**src/rtl/dmem_arbiter_pkg.sv**
```systemverilog
// dmem_arbiter_pkg: shared types and constants for the data-memory arbiter.
package dmem_arbiter_pkg;
   typedef enum logic {IDLE = 1'b0, RD_RESP = 1'b1} state_t;
   typedef enum logic {ID_CPU = 1'b0, ID_DBG = 1'b1} req_id_t;
   localparam logic [2:0] ALIGN_MASK = 3'b111;
   function automatic logic misaligned(input logic [2:0] lsb);
      return (lsb & ALIGN_MASK) != 3'b000;
   endfunction
endpackage

```
**src/rtl/rr_pick2.sv**
```systemverilog
// rr_pick2: two-way round-robin choice; bit 0 = CPU, bit 1 = DBG, one-hot out.
module rr_pick2
   import dmem_arbiter_pkg::*;
(
   input  logic       cpu_req,
   input  logic       dbg_req,
   input  req_id_t    last_gnt,
   output logic [1:0] gnt
);
   always_comb
      gnt = (cpu_req && dbg_req) ? ((last_gnt == ID_CPU) ? 2'b10 : 2'b01) : {dbg_req, cpu_req};
endmodule

```
**src/rtl/dmem_arbiter.sv**
```systemverilog
// dmem_arbiter: shares one registered-read data memory between the CPU and a
// debug/DMA requester with round-robin tie-breaking and misalignment rejection.
module dmem_arbiter
   import dmem_arbiter_pkg::*;
#(
   parameter int ADDR_W = 64,
   parameter int DATA_W = 64
) (
   input  logic              clk,
   input  logic              reset,
   input  logic              cpu_req,
   input  logic              cpu_we,
   input  logic [ADDR_W-1:0] cpu_addr,
   input  logic [DATA_W-1:0] cpu_wdata,
   output logic              cpu_gnt,
   output logic              cpu_stall,
   output logic              cpu_rvalid,
   output logic [DATA_W-1:0] cpu_rdata,
   output logic              cpu_err,
   input  logic              dbg_req,
   input  logic              dbg_we,
   input  logic [ADDR_W-1:0] dbg_addr,
   input  logic [DATA_W-1:0] dbg_wdata,
   output logic              dbg_gnt,
   output logic              dbg_stall,
   output logic              dbg_rvalid,
   output logic [DATA_W-1:0] dbg_rdata,
   output logic              dbg_err,
   output logic              mem_read,
   output logic              mem_write,
   output logic [ADDR_W-1:0] mem_addr,
   output logic [DATA_W-1:0] mem_wdata,
   input  logic [DATA_W-1:0] mem_rdata,
   output logic              busy
);
   state_t            state, state_nx;
   req_id_t           last_gnt, owner, win_id;
   logic [1:0]        pick, gnt, err_q, err_nx;
   logic              any_gnt, win_we, win_mis, rv;
   logic [ADDR_W-1:0] win_addr;
   logic [DATA_W-1:0] win_wdata;

   rr_pick2 u_pick (
      .cpu_req (cpu_req),
      .dbg_req (dbg_req),
      .last_gnt(last_gnt),
      .gnt     (pick)
   );

   // Grants only in IDLE and never while reset is held.
   always_comb begin
      gnt       = (reset && state == IDLE) ? pick : 2'b00;
      any_gnt   = |gnt;
      win_id    = gnt[1] ? ID_DBG : ID_CPU;
      win_we    = gnt[1] ? dbg_we : cpu_we;
      win_addr  = gnt[1] ? dbg_addr : cpu_addr;
      win_wdata = gnt[1] ? dbg_wdata : cpu_wdata;
      win_mis   = misaligned(win_addr[2:0]);
      mem_read  = any_gnt && !win_we && !win_mis;
      mem_write = any_gnt && win_we && !win_mis;
      mem_addr  = any_gnt ? win_addr : '0;
      mem_wdata = any_gnt ? win_wdata : '0;
      err_nx    = (any_gnt && win_mis) ? gnt : 2'b00;
      state_nx  = mem_read ? RD_RESP : IDLE;
   end

   always_ff @(posedge clk) begin
      if (!reset) begin
         state    <= IDLE;
         last_gnt <= ID_CPU;
         owner    <= ID_CPU;
         err_q    <= 2'b00;
      end else begin
         state <= state_nx;
         err_q <= err_nx;
         if (any_gnt) last_gnt <= win_id;
         if (mem_read) owner <= win_id;
      end
   end

   // Response is the memory's registered read data, steered to the owner only.
   always_comb begin
      rv         = reset && state == RD_RESP;
      cpu_rvalid = rv && owner == ID_CPU;
      dbg_rvalid = rv && owner == ID_DBG;
      cpu_rdata  = cpu_rvalid ? mem_rdata : '0;
      dbg_rdata  = dbg_rvalid ? mem_rdata : '0;
      cpu_gnt    = gnt[0];
      dbg_gnt    = gnt[1];
      cpu_stall  = cpu_req && !gnt[0];
      dbg_stall  = dbg_req && !gnt[1];
      cpu_err    = err_q[0];
      dbg_err    = err_q[1];
      busy       = state != IDLE;
   end
endmodule

```
**config.mk**
```make
export PLATFORM = sky130hd
export DESIGN_NAME = dmem_arbiter
export DESIGN_NICKNAME = d
export VERILOG_FILES = /design/src/rtl/dmem_arbiter_pkg.sv /design/src/rtl/rr_pick2.sv /design/src/rtl/dmem_arbiter.sv
export SDC_FILE = /design/constraint.sdc
export NUM_CORES = 1
export LEC_CHECK = 0
export BUFFER_PORTS_ARGS = -buffer_cell sky130_fd_sc_hd__buf_2
export CORE_AREA = 2 2 230 232
export DETAILED_ROUTE_END_ITERATION = 8
export DIE_AREA = 0 0 232 234
export HOLD_SLACK_MARGIN = 0.05
export PLACE_DENSITY = 0.3
export SYNTH_ARGS = -nofsm -noshare
export SYNTH_HDL_FRONTEND = slang
export SYNTH_HIERARCHICAL = 1
export SYNTH_SLANG_ARGS = --single-unit
```
**constraint.sdc**
```tcl
create_clock -name clk -period 3.45 [get_ports clk]
set_clock_uncertainty 0.15 [all_clocks]
set_input_delay 0.345 -clock clk [delete_from_list [all_inputs] [get_ports clk]]
set_output_delay 0.345 -clock clk [all_outputs]
set_load 0.03 [all_outputs]
```
==> flow_metrics.env <==
export IMPL_status="complete, no violations"
export IMPL_first_global_vias=4947
export IMPL_synthFlopType="dfxtp_1"
export IMPL_seq_power_share_pct=6.2
export IMPL_clk_pin_slew_ns=0.03
export IMPL_fin_nets=1241
export IMPL_dieArea_sq_mm=0.0543
export IMPL_fillers=6131
export IMPL_postSynthAreaPerCell_sq_um=7.19
export IMPL_setup_ws_ns=0.558
export IMPL_holdWs_ns=0.272
export IMPL_synth_compound_area_share_pct=47.5
export IMPL_cp_top_family="buffers and inverters"
export IMPL_crit_buf_inv=4
export IMPL_synth_top_family_by_area="compound AO/OA/AOI/OAI gates"
export IMPL_ant_nets=0
export IMPL_slowest_delay_ns=0.33
export IMPL_period_share_pct=83.8
export IMPL_yosys_warnings=6
export IMPL_min_period_ns=2.89
export IMPL_power_density_mw_per_mm2=161
export IMPL_dpl_hpwl_microns=22600
export IMPL_cp_start_kind="flop"
export IMPL_cp_required_ns=2.95
export IMPL_coreArea_sq_mm=0.0520
export IMPL_numCtsBuffers=3
export IMPL_netlist_area_sq_mm=0.00246
export IMPL_cts_buffer_depth=2
export IMPL_avgRoutedWirePerCell_microns=15.8
export IMPL_start_util_pct=4.73
export IMPL_synth_edff_count=0
export IMPL_hold_buffers=0
export IMPL_multi_input_area_sq_mm=0.00213
export IMPL_grt_pass1_wl_microns=33000
export IMPL_path_cells="a21boi_0 > nand3b_2 > inv_4 > buf_12 > buf_12 > a22o_1 > buf_2"
export IMPL_clkPwrFrac_pct=18.4
export IMPL_synthAdderAreaFrac_pct=0
export IMPL_drt_iter0_markers=176
export IMPL_ys_ff_latch=5
export IMPL_seq_area_sq_um=100
export IMPL_leakage_nw=3.80
export IMPL_syn_inst=342
export IMPL_p_comb_share_pct=75.4
export IMPL_cpMostUsedCell="buf_12"
export IMPL_die_h_microns=234
export IMPL_gp_congestion=0.889
export IMPL_wirelength_microns=25400
export IMPL_finalInstanceArea_sq_mm=0.00634
export IMPL_worstHoldPathType="in2reg"
export IMPL_power_total_mw=1.02
export IMPL_cts_root_buf="clkbuf_16"
export IMPL_seq_area_frac_synth_pct=4.07
export IMPL_setup_viol=0
export IMPL_cp_data_arrival_time_ns=2.40
export IMPL_clk_insertion_delay_late_ns=0.23
export IMPL_drive_above_1_share_pct=67.5
export IMPL_grt_usage_pct=8.25
export IMPL_vias_per_cell=3.20
export IMPL_timing_fmax_mhz=346
export IMPL_tightest_slew_ns=0.747
export IMPL_port_buffers=592
export IMPL_rows=84
export IMPL_tns_ns=0
export IMPL_gr_total_overflow=0
export IMPL_yosys_area_share_simple_pct=38.6
export IMPL_syn_nets=668
export IMPL_max_slew_margin_rel_pct=50.2
export IMPL_cap_violations=0
export IMPL_synthMuxAreaShare_pct=0
export IMPL_numClockSinks=5
export IMPL_post_cts_repair_setup_buffers=0
export IMPL_critPathCaptureType="output port"
export IMPL_switching_share_pct=49.4
export IMPL_final_hold_viol_count=0
export IMPL_die_w_microns=232
export IMPL_cp_slowest_cell="a21boi_0"
export IMPL_synthXorXnorAreaFrac_pct=0
export IMPL_ys_types=25
export IMPL_cts_tree="yes"
export IMPL_grt_max_degree=66
export IMPL_final_cell_mix="buf_2, and2_1, a22o_1"
export IMPL_place_area_sq_mm=0.00626
export IMPL_h_tree_depth=1
export IMPL_drcViolationCount=0
export IMPL_dp_slack_ns=0.674
export IMPL_p_int_mw=0.516
export IMPL_antenna_found_initial=7
export IMPL_ir_drop_uv=130
export IMPL_path_max_fanout=54
export IMPL_p_sw_mw=0.504
export IMPL_maxSlewViolCount=0
export IMPL_synthToLayoutAreaGrowth_pct=158
export IMPL_async_flop_share_pct=0
export IMPL_rsz0062_at_grt="no"
export IMPL_ios=593
export IMPL_dr_pass1_iters=4
export IMPL_crit_type="reg2out"
export IMPL_cts_resized=0
export IMPL_final_common_cell="buf_2"
export IMPL_vias=5125
[power by group through the flow]
stage / clock network (mW) / logic [mW] / registers (mW)
global placement: 0 / 0.780 / 0.0643
detailed placement: 0 / 0.776 / 0.0641
floorplan: 0 / 0.389 / 0.0666
CTS: 0.191 / 0.780 / 0.0634
global route: 0.194 / 0.819 / 0.0636
finish: 0.188 / 0.769 / 0.0632
[cells by family (layout without fill, tap and decap cells)]
family	Yosys count	after routing
other	0	1
AND/OR/NAND/NOR	156	156
AO/OA/AOI/OAI	137	137
buffers and inverters	44	616
flip-flops	5	5
[final timing paths]
check | end | slack (ns) | from | cells after the start
worst max register to register | owner$_SDFFE_PN0P_ | 1.31 | last_gnt$_SDFFE_PN0N_ | 5
worst min register to register | last_gnt$_SDFFE_PN0N_ | 0.33 | last_gnt$_SDFFE_PN0N_ | 2
worst max-delay path | mem_addr[51] | 0.56 | last_gnt$_SDFFE_PN0N_ | 7
worst min-delay path | owner$_SDFFE_PN0P_ | 0.27 | reset | 2
[layer usage]
layer | track usage, % | up-vias | wire [microns]
li1 | - | 2406 | -
met1 | 9.32 | 2353 | 9720
met2 | 15.5 | 326 | 12800
met3 | 2.03 | 28 | 2250
met4 | 1.80 | 12 | 498
met5 | 0 | - | 77
[sequential cells by signal, indices dropped and copies added, names as in the netlist]
register / cells
owner: 1
last_gnt: 1
err_q: 2
busy: 1
[cells in the mapped netlist (all sizes together), types with 2 or more instances]
master | instances | area share (%)
buf | 28 | 7.3
o21a | 2 | 0.61
nand3 | 2 | 0.41
nand2 | 10 | 1.5
a22o | 125 | 45
inv | 2 | 0.31
and2 | 130 | 33
clkbuf | 14 | 2.2
a21oi | 5 | 1.0
dfxtp | 5 | 4.1
nor3 | 3 | 0.61
o21ai | 2 | 0.41
nor2 | 3 | 0.46
or3 | 2 | 0.51
nor2b | 2 | 0.51
a21boi | 3 | 0.92
[metrics by stage]
step | util [%] | instances
2_1_floorplan | - | 342
3_3_place_gp | 12.0 | 1598
3_5_place_dp | 12.0 | 1598
4_1_cts | 12.2 | 1602
5_1_grt | 12.2 | 1603
6_report | 12.2 | 1603
[worst reg2reg max path, stage by stage (launching register included)]
cell	delay [ns]
dfxtp_1	0.34
a21boi_0	0.16
and4bb_4	0.84
buf_4	0.29
a21boi_1	0.07
o21a_1	0.18
[area by class of cell]
cell class	count	share of cell area, %
multi-input cells	293	33.6
well taps	688	13.6
flip-flops and latches	5	1.58
diodes	1	0.0395
inverters	2	0.158
repair buffers	610	49.9
clock buffers	4	1.24
Power figures use the tool's default switching activity.
